File: config.mk
export PLATFORM = sky130hd
export DESIGN_NAME = wb_regfile
export DESIGN_NICKNAME = d
export VERILOG_FILES = /design/src/rtl/wb_regfile.sv
export SDC_FILE = /design/constraint.sdc
export NUM_CORES = 2
export LEC_CHECK = 0
export CORE_UTILIZATION = 47
export DETAILED_ROUTE_END_ITERATION = 8
export GPL_ROUTABILITY_DRIVEN = 0
export GPL_TIMING_DRIVEN = 0
export HOLD_SLACK_MARGIN = 0.05
export PLACE_DENSITY_LB_ADDON = 0.15
export SLEW_MARGIN = 25
export SYNTH_ARGS = -nofsm -noshare
export SYNTH_HDL_FRONTEND = slang
export SYNTH_SLANG_ARGS = --single-unit
File: constraint.sdc
create_clock -name clk -period 7.49 [get_ports clk]
set_clock_uncertainty 0.15 [all_clocks]
set_input_delay 2.247 -clock clk [delete_from_list [all_inputs] [get_ports clk]]
set_output_delay 2.247 -clock clk [all_outputs]
set_load 0.01 [all_outputs]
File: src/rtl/wb_regfile.sv
// Writeback register file: 32 x DATA_W integer registers, two bypassed read ports,
// per-register load-pending scoreboard with load-use stall. Optional REGFILE_DEBUG_EN adds a raw debug read port and a writeback counter.
module wb_regfile #(
    parameter int DATA_W = 32,
    parameter int ADDR_W = 5,
    parameter int NREGS  = 32
) (
    input  logic              clk,
    input  logic              rst,
    input  logic              WbEnIn,
    input  logic [ADDR_W-1:0] WbAddrIn,
    input  logic [DATA_W-1:0] WbDataIn,
    input  logic [ADDR_W-1:0] Rs1AddrIn,
    input  logic [ADDR_W-1:0] Rs2AddrIn,
    input  logic              Rs1UseIn,
    input  logic              Rs2UseIn,
    input  logic              IssueEnIn,
    input  logic              IssueLoadIn,
    input  logic [ADDR_W-1:0] IssueRdIn,
    output logic [DATA_W-1:0] Rs1DataOut,
    output logic [DATA_W-1:0] Rs2DataOut,
    output logic              StallOut
`ifdef REGFILE_DEBUG_EN
    ,
    input  logic [ADDR_W-1:0] DbgAddrIn,
    output logic [DATA_W-1:0] DbgDataOut,
    output logic [31:0]       WbCountOut
`endif
);

    logic [DATA_W-1:0] regs_q [NREGS];
    logic [NREGS-1:0]  pend_q;
    logic [NREGS-1:0]  pend_d;
    logic              wr_en;
    logic              bypass1;
    logic              bypass2;

    assign wr_en   = WbEnIn && (WbAddrIn != '0);
    assign bypass1 = WbEnIn && (WbAddrIn == Rs1AddrIn);
    assign bypass2 = WbEnIn && (WbAddrIn == Rs2AddrIn);

    // Set is applied after clear so a new load to the register retiring this cycle stays pending.
    always_comb begin
        pend_d = pend_q;
        if (wr_en) begin
            pend_d[WbAddrIn] = 1'b0;
        end
        if (IssueEnIn && IssueLoadIn && (IssueRdIn != '0)) begin
            pend_d[IssueRdIn] = 1'b1;
        end
    end

    // NOTE: the register array is cleared on reset because software may read
    // registers before writing them; this makes it flops rather than an SRAM macro.
    always_ff @(posedge clk) begin
        if (rst) begin
            for (int i = 0; i < NREGS; i++) begin
                regs_q[i] <= '0;
            end
            pend_q <= '0;
        end else begin
            if (wr_en) begin
                regs_q[WbAddrIn] <= WbDataIn;
            end
            pend_q <= pend_d;
        end
    end

    always_comb begin
        Rs1DataOut = '0;
        if (Rs1AddrIn != '0) begin
            Rs1DataOut = bypass1 ? WbDataIn : regs_q[Rs1AddrIn];
        end
        Rs2DataOut = '0;
        if (Rs2AddrIn != '0) begin
            Rs2DataOut = bypass2 ? WbDataIn : regs_q[Rs2AddrIn];
        end
    end

    assign StallOut = (Rs1UseIn && (Rs1AddrIn != '0) && pend_q[Rs1AddrIn] && !bypass1) ||
                      (Rs2UseIn && (Rs2AddrIn != '0) && pend_q[Rs2AddrIn] && !bypass2);

`ifdef REGFILE_DEBUG_EN
    logic [31:0] count_q;

    always_ff @(posedge clk) begin
        if (rst) begin
            count_q <= '0;
        end else if (wr_en) begin
            count_q <= count_q + 32'd1;
        end
    end

    assign DbgDataOut = regs_q[DbgAddrIn];
    assign WbCountOut = count_q;
`endif

endmodule

# Word level (Yosys, flattened, before mapping)
# Memory sizes are Yosys's and may differ from the RTL's.
# Cells that the tools add are included.
op_classes:
  addsub: 0
  mul: 0
  n_div: 0
  n_lt_le_gt_ge: 6
  eq_ne: 2
  shift: 0
  mux: 22
  bitwise_logic: 3
  n_reduce_logical: 21
op_table:
  columns: ["cell", "n"]
  rows:
  - ["two-way mux 32 bit", 7]
  - ["AND 32 bit", 1]
  - ["NOT 32 bit", 1]
  - ["OR 32 bit", 1]
  - ["OR reduction 32 bit", 1]
  - ["less-than comparator 5 x 6 -> 1 bit (second input constant)", 4]
  - ["nonzero test 5 bit", 4]
  - ["logical AND 1 bit", 13]
  - ["binary-select mux 1 bit (select 5 bit)", 2]
  - ["demux 1 bit (select 5 bit)", 2]
  - ["== test 5 bit", 2]
  - [">= comparator 5 x 1 -> 1 bit (second input constant)", 2]
  - ["two-way mux 1 bit", 10]
  - ["two-way mux 5 bit", 1]
  - ["zero test 1 bit", 2]
  - ["logical OR 1 bit", 1]
totals:
  register_bits: 32
  latchBits: 0
  ram_bits: 1024
  romBits: 0
  in_bits: 59
  out_inout_bits: 65
  word_cells: 56
  n_memories: 1
mem_list:
  columns: ["memory", "words", "word_bits", "rd", "rd_clocked_by_memory_dff", "wr", "line", "text"]
  rows:
  - ["regs_q", 32, 32, 2, 0, 32, "31", "logic [DATA_W-1:0] regs_q [NREGS];"]

# Longest topological paths before layout
logic_depth:
  depth_word: 9
  ltp_mapped: 10
  depth_no_buf: 6

# Worst setup path after synthesis
# No wires, ideal clock.
synth_path:
  kind: "input to output"
  start: "input port Rs2AddrIn[1]"
  end: "output port Rs2DataOut[10]"
  t_arrival_ns: 3.898
  required_time_ns: 5.093
  path_slack_ns: 1.195
  cell_stages: 7
  path_buffers: 3
  cell_sequence: "buf_2 -> buf_2 -> buf_1 -> mux4_2 -> mux4_2 -> nand3_1 -> nand2_1"
synth_via:
  elab_chain_cells: 4
  word_cells_on_any_way: 6
  classes_between: "eq/ne: 1; mux: 2; reduce/logical: 2; memory: 1"
synth_lines:
  columns: ["item", "line", "text"]
  rows:
  - ["start: declaration", "14", "input logic [ADDR_W-1:0] Rs2AddrIn,"]
  - ["branches (longest 3 deep; another with memory read (32 x 32 bit))", null, null]
  - ["two-way mux 32 bit *", "75", "if (Rs2AddrIn != '0) begin"]
  - ["end: declaration", "21", "output logic [DATA_W-1:0] Rs2DataOut,"]
# Mark *: on every way between the ends.

# Final worst setup path
layout_path:
  start: "input port Rs2AddrIn[4]"
  end: "output port Rs2DataOut[1]"
# Same word-level chain as after synthesis.

==> qor.yml <==
final_common_cell: "edfxtp_1"
multi_input_area_mm2: 0.0246
end_kind: "primary output"
yosysTopAreaCell: "edfxtp_1"
n_fill_cell: 9971
grt_max_degree: 34
firstDrtPassIters: 9
h-tree-depth: 3
ys_top_cells_by_area: "edfxtp_1, mux4_2, and2_1, mux2i_1, clkbuf_1"
wl_per_cell_um: 45.5
crit_arrival_ns: 5.40
finalHoldViolations: 0
clk_pin_slew_ns: 0.06
drt-vias-per-instance: 7.30
reg2regPathDepth: 2
numClockSinks: 1056
stdcell_count: 6065
endpoint: "Rs2DataOut[1]"
synth_seq_cells: 1056
ys_seq_area_share_pct: 55.0
die_h_um: 351
synthCells: 4053
synth_cell_type_count: 59
ys_async_sr_fraction_pct: 0
core_mm2: 0.120
worst_pin_slew_ns: 1.18
placed_cell_area_mm2: 0.0610
fin_area_mm2: 0.0663
fmax_ghz: 0.128
cts_hold_buf: 0
syn2layout_area_growth_pct: 16.1
ys_dominant_reg_cell: "edfxtp_1"
post-route-period-util_pct: 104
max-slew-margin-rel_pct: 21.4
initial_core_util_pct: 47.5
status: "finished, violations left"
worstPathMaxFanout: 10
syn_area_mm2: 0.0571
grt.total_usage_pct: 44.7
cts-root-buf: "clkbuf_16"
io_buffers: 110
p_total_mw: 14.9
final_core_util_pct: 55.1
dp_hpwl_um: 190000
ant_nets: 0
cp.required_ns: 5.09
synth_top_area_share_pct: 53.8
final_cell_mix: "edfxtp_1, and2_1, mux4_2"
p_per_area_mw_per_mm2: 225
finalWirelength_um: 276000
worstSkewPairLatency_ns: 0.75
drt_iter0_markers: 9182
setup_slack_ns: -0.303
syn_avg_cell_area_um2: 14.1
grt_pass1_vias: 41097
max_cap_viol_count: 0
nNetsFinal: 4406
setup_viol: 54
place_inst: 5821
rsz0062_at_grt: "true"
violations: "design-rule violations, negative setup slack"
reg2reg_from: "pend_q[29]"
grt_pass1_wl_um: 359000
critPathLaunchType: "input port"
p_leak_nw: 23.0
post-place-ws_ns: -1.75
rrSetupSlack_ns: 6.61
holdWs_ns: 0.344
ff_latch_area_mm2: 0.0314
yosys_warnings: 0
ir_drop_mv: 0.222
synth_edf_count: 1024
post-route-min-period_ns: 7.79
setup.worst_path.start: "Rs2AddrIn[4]"
clockBufferDepth: 3
crit_type: "input port to primary output"
io_pins: 124
overflow: 0
maxSlewViolCount: 0
timing.rr.end: "pend_q[29]"
remaining_drc_errors: 2
cts_buffers: 114
fin_tns_setup_ns: -3.94
die_x_um: 351
grt_antenna_before_repair: 20
drive_gt1_share_pct: 23.1
via_count: 44268
cts_tree: "done"
hp-class: "register to register"
die_area_mm2: 0.123
rows: 127
-- flip-flops by register name (all words and copies together) (netlist names) --
register / count
pend_q: 32
regs_q: 1024
-- what timing repair did --
item,4_1_cts,5_1_grt
resized for setup,364,130
pin swaps,12,17
endpoints found under the setup margin,65,57
setup buffers,15,8
cloned,0,0
-- layout make-up --
| cell class | instances | share of cell area [%] |
|---|---|---|
| diodes | 19 | 0.0717 |
| plain buffers | 413 | 4.64 |
| clock buffers | 155 | 4.60 |
| clock inverters | 48 | 0.502 |
| inverters | 38 | 0.240 |
| multi-input cells | 2576 | 37.1 |
| flip-flops and latches | 1056 | 47.3 |
| well taps | 1612 | 3.04 |
| repair buffers | 148 | 2.51 |
-- worst max-delay path, stage by stage --
cell and delay [ns]:
buf_2 0.23, buf_6 0.24, nor3_1 0.68, clkbuf_4 0.52, a22oi_1 0.13, nand3_1 0.12, a31oi_1 0.10, nor3_1 0.37
nor2_2 0.16, clkdlybuf4s50_1 0.53
-- synth_stat cells, types with 35 or more instances --
| cell type | number |
|---|---|
| and2_1 | 997 |
| buf_6 | 38 |
| clkbuf_1 | 269 |
| nor2_1 | 95 |
| buf_2 | 61 |
| nor3_1 | 70 |
| mux2i_1 | 190 |
| nand2_1 | 147 |
| edfxtp_1 | 1024 |
| nand3_1 | 47 |
| a22oi_1 | 131 |
| inv_1 | 35 |
| o22ai_1 | 46 |
| o21ai_0 | 90 |
| mux4_2 | 441 |
| a21oi_1 | 58 |
-- power by group --
| group | internal, mW | total, mW | switching [mW] |
|---|---|---|---|
| registers | 6.80 | 6.97 | 0.164 |
| clock network | 2.96 | 5.46 | 2.50 |
| logic | 0.894 | 2.50 | 1.61 |
-- worst min-delay path by stage --
stage               start    endpoint  cells after the start
3_5_place_dp   pend_q[10]  pend_q[10]                      2
2_1_floorplan   pend_q[4]   pend_q[4]                      2
6_report       pend_q[13]  pend_q[13]                      2
4_1_cts        pend_q[13]  pend_q[13]                      2
5_1_grt         pend_q[0]   pend_q[0]                      1
3_3_place_gp   pend_q[13]  pend_q[13]                      2
-- logic make-up after synthesis --
family / count (synthesis) / synth area share (%)
AO/OA/AOI/OAI: 464 / 5.57
XOR/XNOR: 10 / 0.153
buffers and inverters: 452 / 3.85
flip-flops: 1056 / 55.0
multiplexers: 656 / 21.2
other: 1 / 0.00656
AND/OR/NAND/NOR: 1414 / 14.3
-- metal layers --
metal	global-route usage (%)	share of wire, %
met1	54.0	33
met2	59.9	39
met3	22.8	17
met4	34.7	10
met5	1.92	0.23
Power figures use the tool's default switching activity.
